## config.mk

```make
export PLATFORM = sky130hd
export DESIGN_NAME = axi_burst_master
export DESIGN_NICKNAME = d
export VERILOG_FILES = /design/src/rtl/axi_burst_master.sv
export SDC_FILE = /design/constraint.sdc
export NUM_CORES = 1
export LEC_CHECK = 0
export CAP_MARGIN = 30
export CORE_AREA = 2 2 195 197
export CTS_BUF_LIST = sky130_fd_sc_hd__clkbuf_2
export CTS_CLUSTER_SIZE = 28
export DETAILED_ROUTE_END_ITERATION = 12
export DIE_AREA = 0 0 197 199
export SYNTH_ARGS = -nofsm -noshare
export SYNTH_HDL_FRONTEND = slang
export SYNTH_SLANG_ARGS = --single-unit
```

## constraint.sdc

```tcl
create_clock -name clock -period 4 [get_ports clock]
set_clock_uncertainty 0.1 [all_clocks]
set_input_delay 0.8 -clock clock [delete_from_list [all_inputs] [get_ports clock]]
set_output_delay 0.8 -clock clock [all_outputs]
set_load 0.02 [all_outputs]
```

## src/rtl/axi_burst_master.sv

```systemverilog
// AXI4 burst initiator: turns one core-side request into a single INCR burst on the
// 64-bit memory bus and returns a completion carrying a sticky error flag.
module axi_burst_master #(
   parameter logic [4:0] ID   = 5'd0,
   parameter logic [4:0] USER = 5'd0
) (
   input  logic        clock,
   input  logic        reset,

   input  logic        req_valid,
   output logic        req_ready,
   input  logic        req_write,
   input  logic [31:0] req_addr,
   input  logic [7:0]  req_len,

   input  logic        wdata_valid,
   output logic        wdata_ready,
   input  logic [63:0] wdata,
   input  logic [7:0]  wstrb,

   output logic        rdata_valid,
   input  logic        rdata_ready,
   output logic [63:0] rdata,
   output logic        rlast,

   output logic        resp_valid,
   input  logic        resp_ready,
   output logic        resp_err,

   input  logic        axi_aw_ready,
   output logic        axi_aw_valid,
   output logic [31:0] axi_aw_bits_addr,
   output logic [7:0]  axi_aw_bits_len,
   output logic [2:0]  axi_aw_bits_size,
   output logic [1:0]  axi_aw_bits_burst,
   output logic        axi_aw_bits_lock,
   output logic [3:0]  axi_aw_bits_cache,
   output logic [2:0]  axi_aw_bits_prot,
   output logic [3:0]  axi_aw_bits_qos,
   output logic [3:0]  axi_aw_bits_region,
   output logic [4:0]  axi_aw_bits_id,
   output logic [4:0]  axi_aw_bits_user,

   input  logic        axi_w_ready,
   output logic        axi_w_valid,
   output logic [63:0] axi_w_bits_data,
   output logic [7:0]  axi_w_bits_strb,
   output logic        axi_w_bits_last,
   output logic [4:0]  axi_w_bits_id,
   output logic [4:0]  axi_w_bits_user,

   output logic        axi_b_ready,
   input  logic        axi_b_valid,
   input  logic [1:0]  axi_b_bits_resp,
   input  logic [4:0]  axi_b_bits_id,

   input  logic        axi_ar_ready,
   output logic        axi_ar_valid,
   output logic [31:0] axi_ar_bits_addr,
   output logic [7:0]  axi_ar_bits_len,
   output logic [2:0]  axi_ar_bits_size,
   output logic [1:0]  axi_ar_bits_burst,
   output logic        axi_ar_bits_lock,
   output logic [3:0]  axi_ar_bits_cache,
   output logic [2:0]  axi_ar_bits_prot,
   output logic [3:0]  axi_ar_bits_qos,
   output logic [3:0]  axi_ar_bits_region,
   output logic [4:0]  axi_ar_bits_id,
   output logic [4:0]  axi_ar_bits_user,

   output logic        axi_r_ready,
   input  logic        axi_r_valid,
   input  logic [63:0] axi_r_bits_data,
   input  logic [1:0]  axi_r_bits_resp,
   input  logic        axi_r_bits_last,
   input  logic [4:0]  axi_r_bits_id
);

   localparam logic [2:0] S_IDLE = 3'd0;
   localparam logic [2:0] S_AR   = 3'd1;
   localparam logic [2:0] S_R    = 3'd2;
   localparam logic [2:0] S_AW   = 3'd3;
   localparam logic [2:0] S_W    = 3'd4;
   localparam logic [2:0] S_B    = 3'd5;
   localparam logic [2:0] S_RESP = 3'd6;

   logic [2:0]  r_state;
   logic [31:0] r_addr;
   logic [7:0]  r_len;
   logic [7:0]  r_beat_cnt;
   logic        r_err;

   logic        w_last_beat;
   logic        w_r_fire;
   logic        w_w_fire;
   logic        w_r_bad;
   logic        w_b_bad;
   logic [31:0] w_req_addr_aligned;

   assign w_req_addr_aligned = req_addr & ~32'h7;
   assign w_last_beat        = (r_beat_cnt == 8'd0);
   assign w_r_fire           = (r_state == S_R) & axi_r_valid & rdata_ready;
   assign w_w_fire           = (r_state == S_W) & wdata_valid & axi_w_ready;
   // A wrong RLAST only flags an error; the beat counter alone decides when the burst ends.
   assign w_r_bad            = (axi_r_bits_resp != 2'd0) | (axi_r_bits_last != w_last_beat) |
                               (axi_r_bits_id != ID);
   assign w_b_bad            = (axi_b_bits_resp != 2'd0) | (axi_b_bits_id != ID);

   always_ff @(posedge clock or negedge reset) begin
      if (!reset) begin
         r_state    <= S_IDLE;
         r_addr     <= 32'd0;
         r_len      <= 8'd0;
         r_beat_cnt <= 8'd0;
         r_err      <= 1'b0;
      end else begin
         case (r_state)
            S_IDLE: begin
               if (req_valid) begin
                  r_addr     <= w_req_addr_aligned;
                  r_len      <= req_len;
                  r_beat_cnt <= req_len;
                  r_err      <= 1'b0;
                  r_state    <= req_write ? S_AW : S_AR;
               end
            end
            S_AR: begin
               if (axi_ar_ready) r_state <= S_R;
            end
            S_R: begin
               if (w_r_fire) begin
                  if (w_r_bad) r_err <= 1'b1;
                  if (w_last_beat) r_state <= S_RESP;
                  else r_beat_cnt <= r_beat_cnt - 8'd1;
               end
            end
            S_AW: begin
               if (axi_aw_ready) r_state <= S_W;
            end
            S_W: begin
               if (w_w_fire) begin
                  if (w_last_beat) r_state <= S_B;
                  else r_beat_cnt <= r_beat_cnt - 8'd1;
               end
            end
            S_B: begin
               if (axi_b_valid) begin
                  if (w_b_bad) r_err <= 1'b1;
                  r_state <= S_RESP;
               end
            end
            S_RESP: begin
               if (resp_ready) r_state <= S_IDLE;
            end
            default: r_state <= S_IDLE;
         endcase
      end
   end

   assign req_ready   = (r_state == S_IDLE);
   assign resp_valid  = (r_state == S_RESP);
   assign resp_err    = r_err;

   assign axi_ar_valid       = (r_state == S_AR);
   assign axi_ar_bits_addr   = r_addr;
   assign axi_ar_bits_len    = r_len;
   assign axi_ar_bits_size   = 3'h3;
   assign axi_ar_bits_burst  = 2'h1;
   assign axi_ar_bits_lock   = 1'b0;
   assign axi_ar_bits_cache  = 4'h0;
   assign axi_ar_bits_prot   = 3'h0;
   assign axi_ar_bits_qos    = 4'h0;
   assign axi_ar_bits_region = 4'h0;
   assign axi_ar_bits_id     = ID;
   assign axi_ar_bits_user   = USER;

   assign axi_aw_valid       = (r_state == S_AW);
   assign axi_aw_bits_addr   = r_addr;
   assign axi_aw_bits_len    = r_len;
   assign axi_aw_bits_size   = 3'h3;
   assign axi_aw_bits_burst  = 2'h1;
   assign axi_aw_bits_lock   = 1'b0;
   assign axi_aw_bits_cache  = 4'h0;
   assign axi_aw_bits_prot   = 3'h0;
   assign axi_aw_bits_qos    = 4'h0;
   assign axi_aw_bits_region = 4'h0;
   assign axi_aw_bits_id     = ID;
   assign axi_aw_bits_user   = USER;

   // Data beats pass straight through; the state gates keep W silent until AW has gone.
   assign axi_r_ready     = (r_state == S_R) & rdata_ready;
   assign rdata_valid     = (r_state == S_R) & axi_r_valid;
   assign rdata           = axi_r_bits_data;
   assign rlast           = (r_state == S_R) & w_last_beat;

   assign axi_w_valid     = (r_state == S_W) & wdata_valid;
   assign wdata_ready     = (r_state == S_W) & axi_w_ready;
   assign axi_w_bits_data = wdata;
   assign axi_w_bits_strb = wstrb;
   assign axi_w_bits_last = (r_state == S_W) & w_last_beat;
   assign axi_w_bits_id   = ID;
   assign axi_w_bits_user = USER;

   assign axi_b_ready     = (r_state == S_B);

endmodule

```

* After elaboration in Yosys (flattened, before gate mapping)
Cells that the tools add are included.
** Storage, ports and cells
- Word-level logic and storage cells :: 69
- Bits of input ports :: 203
- Output and inout bits :: 300
- Register bits :: 49
** Operators by class
- Bitwise logic cells :: 11
- Reduce and logical (&&, ||, !) cells :: 12
- Muxes and demuxes :: 22
- Add/subtract/negate cells :: 1
- Eq/ne operators :: 18
** Operators with widths (count)
- two-way mux 8 bit :: 4
- two-way mux 3 bit :: 9
- case mux 8 bit (3 select lines) :: 1
- case mux 3 bit (7 select lines) :: 1
- != test 2 bit (second input constant) :: 8
- nonzero test 5 bit :: 2
- equality test 3 bit (second input constant) :: 3
- AND reduction 9 bit :: 1
- bitwise AND 1 bit :: 8
- zero test 8 bit :: 1
- subtractor 8 x 1 -> 8 bit (second input constant) :: 1
- equality test 3 x 2 -> 1 bit (second input constant) :: 2
- != test 2 x 1 -> 1 bit (second input constant) :: 3
- AND reduction 6 bit :: 1
- nonzero test 3 bit :: 2
- two-way mux 1 bit :: 5
- AND reduction 4 bit :: 1
- nonzero test 2 bit :: 2
- equality test 3 x 1 -> 1 bit (second input constant) :: 1
- zero test 3 bit :: 1
- bitwise OR 1 bit :: 3
- case mux 1 bit (3 select lines) :: 1
- two-way mux 2 bit :: 1
- AND reduction 2 bit :: 1
- != test 1 bit :: 1

* Logic depth before layout (Yosys ltp)
- Depth after elaboration :: 7
- Gate-level depth with buffers :: 7
- Gate-level depth less buffers :: 6

* Worst setup path before layout
No wires, ideal clock.
- Path kind :: reg2out
- Start point :: register r_beat_cnt[0]
- End point :: output port axi_w_bits_last
- Buffers on the path :: 0
- Data arrival time :: 1.607 ns
- Stages on the path, launching flop included :: 6
- Slack :: 1.493 ns
- Required time :: 3.100 ns
- Cells stage by stage :: dfrtp_1 -> inv_1 -> ha_1 -> nor3b_1 -> nand2_1 -> nor3_1
** On the way
- Word-level cells in the longest chain between the ends :: 2
** Ends and longest elaborated chain
- start: declaration :: RTL line 90 : logic [7:0] r_beat_cnt;
- start signal: assignment :: RTL line 122 : r_beat_cnt <= req_len;
- start signal: assignment :: RTL line 134 : else r_beat_cnt <= r_beat_cnt - 8'd1;
- start signal: assignment :: RTL line 143 : else r_beat_cnt <= r_beat_cnt - 8'd1;
- zero test 8 bit :: RTL line 101 : assign w_last_beat = (r_beat_cnt == 8'd0);
- bitwise AND 1 bit :: RTL line 200 : assign axi_w_bits_last = (r_state == S_W) & w_last_beat;
- end: declaration :: RTL line 48 : output logic axi_w_bits_last,
No other way between the ends.

* Worst setup path in the final report
Same ends and word-level chain as after synthesis.

==> reports/qor.csv <==
metric,value,unit
post-route setup TNS,0,ns
Startpoint Class,flop,
CP cell instances,inv_1 > ha_1 > nor3b_1 > nand2_1 > nor3_1 > clkdlybuf4s50_1,
Syn Inst Count,540,
drt drc,0,
FILL cells,4242,
#FFs+latches synth,49,
"Slowest-stage cell, CP",clkdlybuf4s50_1,
arrival time worst endpoint,2.75,ns
Multi-input gate area,1450,µm²
CP required,3.10,ns
Initial Util,0.118,
DP HPWL,11.7,mm
clock tree buffer depth,2,
status,"finished, final reports clean",
Final Cycle Share,0.913,
"Seq/Total Area, Yosys",0.279,
IO Pins,503,
DRT Pass-1 Iters,4,
Initial DRC Count,136,
pwr dens,720,nW/µm²
Synth top area share,0.437,
# H-tree levels,2,
Synth Area per Inst,8.14,µm²
GPL Wtd Cong,0.693,
die height,199,µm
CTS tree,built,
"area leader, netlist",buf_4,
Tmin final,3.65,ns
WL final,13.9,mm
Leak,2.06,nW
max_cap viols,0,
biggest cell delay along the critical path,0.64,ns
fmax,0.274,GHz
dominant cells by area after synthesis,"buf_4 (44%), dfrtp_1 (28%), nand2_1 (9.8%)",
Avg WL per Cell,14.1,µm
DRT antenna net count,0,
CTS Hold Bufs,0,
Final nets,713,
"Max FO, Critical Path",4,
"EDFF count, synth",0,
PostCTS Resize Cnt,0,
fraction of registers with async set/reset,1.00,
postcts setup bufs,0,
core area,37100,µm²
Clock Sinks,49,
Worst setup EP type,primary output,
largest net degree at the start of global routing,37,
Slew HR,0.470,
initial antenna violation count,0,
"Hold Vio Cnt, Final",0,
Mapped Area,4390,µm²
Area Overhead vs Synth,11.6,%
# rows,71,
CTS Buf Count,5,
Die X-Extent,197,µm
Buffers on Ports,149,
"IR drop worst, VDD",125,µV
gr ovfl total,0,
Most used DFF post-synth,dfrtp_1,
first-pass GRT wire length,18.4,mm
Synth Warn #,0,
vias in the first global route,2744,
final max-slew violation count,0,
DR vias,3040,
routed vias/inst,3.09,
Tot Pwr,3.53,mW
Register Area,1230,µm²
final setup fails,0,
clock-pin slew on the worst setup and hold paths,0.33,ns
clock root cell,clkbuf_2,
worst-skew pair later-pin latency,0.50,ns
critical path class,flop to primary output,
RSZ-0062 raised after global routing,false,
gr usage total,0.0657,
die area,39200,µm²
Slew @ Worst Pin,0.796,ns
Hold Crit Class,primary input to asynchronous set/reset pin,
layout cell share with drive strength beyond 1,0.0452,
Cell variety after synth,52,
==> critical path: cells and delay by family (launching register included) <==
kind	cells	cell delay (ns)
flops	1	0.46
simple gates	3	0.83
buf+inv	2	0.76
fa+ha+maj	1	0.21
==> synthesized netlist by cell type, types with 3 or more instances <==
library cell / n
buf_4: 256
nand2_1: 115
dfrtp_1: 49
nor2_1: 12
nor3_1: 8
buf_2: 7
inv_1: 7
a211oi_1: 6
a21oi_1: 5
o22ai_1: 4
o31ai_1: 4
a32oi_1: 3
and2_1: 3
clkbuf_1: 3
nand2b_1: 3
nor4_1: 3
o21ai_0: 3
o21bai_1: 3
==> per-stage QoR <==
step	area, µm²	worst slack, ns	hold WS [ns]	std cells	utilization
after floorplan	4680	1.49	0.404	616	-
after global placement	4800	0.912	0.379	975	0.129
after detailed placement	4800	0.861	0.382	975	0.129
after CTS	4900	0.165	0.0895	983	0.132
after global routing	4900	0.0108	0.128	983	0.132
final	4900	0.348	0.149	985	0.132
==> flip-flops by register name, indices dropped and copies added, names as in the netlist <==
register and count:
axi_ar_bits_addr 29, axi_ar_bits_len 8, r_beat_cnt 8, r_state 3, resp_err 1
==> layout by cell type, fill, tap and decap left out, types with 3 or more instances in the layout <==
master           netlist  final
conb_1                 2     78
inv_1                  7      7
buf_4                256      3
nand2b_1               3      3
clkdlybuf4s50_1        0    148
a32oi_1                3      3
clkbuf_2               0      5
nor2_1                12     12
dfrtp_1               49     49
o21bai_1               3      3
o22ai_1                4      4
a21oi_1                5      5
nand2_1              115    115
a211oi_1               6      6
nor4_1                 3      3
o21ai_0                3      3
o31ai_1                4      4
nor3_1                 8      8
==> worst paths after layout <==
check | start | end | slack, ns | depth (start not counted)
max reg2reg | r_state[1] | axi_ar_bits_addr[17] | 1.76 | 5
max in group asynchronous | reset | axi_ar_bits_len[7] | 2.81 | 2
max | r_beat_cnt[0] | axi_w_bits_last | 0.35 | 6
min reg2reg | resp_err | resp_err | 0.43 | 2
min in group clock | resp_err | resp_err | 0.43 | 2
min | reset | axi_ar_bits_addr[26] | 0.15 | 1
==> area by class of cell <==
| cell class | instances | area share |
|---|---|---|
| repair buffers | 152 | 0.308 |
| inverters | 7 | 0.00536 |
| multi-input cells | 293 | 0.295 |
| clock inverters | 3 | 0.0140 |
| diodes | 2 | 0.00102 |
| clock buffers | 5 | 0.00511 |
| flip-flops and latches | 49 | 0.250 |
| well taps | 474 | 0.121 |
==> where the power goes <==
part / internal [mW] / switching [mW] / leakage [nW]
combinational: 0.985 / 1.20 / 1.40
sequential: 0.725 / 0.249 / 0.604
clock: 0.170 / 0.194 / 0.0536
==> metal layers <==
layer | part of all wire | global-route usage
met5 | 0 | 0
met4 | 0.053 | 0.0384
met1 | 0.28 | 0.0517
met2 | 0.50 | 0.119
met3 | 0.16 | 0.0449
==> logic make-up after synthesis <==
kind of cell,count (synthesis),share of synthesized area
flops,49,0.279
simple gates,163,0.166
fa+ha+maj,2,0.00570
compound gates,45,0.0769
buf+inv,274,0.457
xor+xnor,1,0.00370
mux,4,0.00997
other cells,2,0.00171
(Power assumes the default switching activity.)
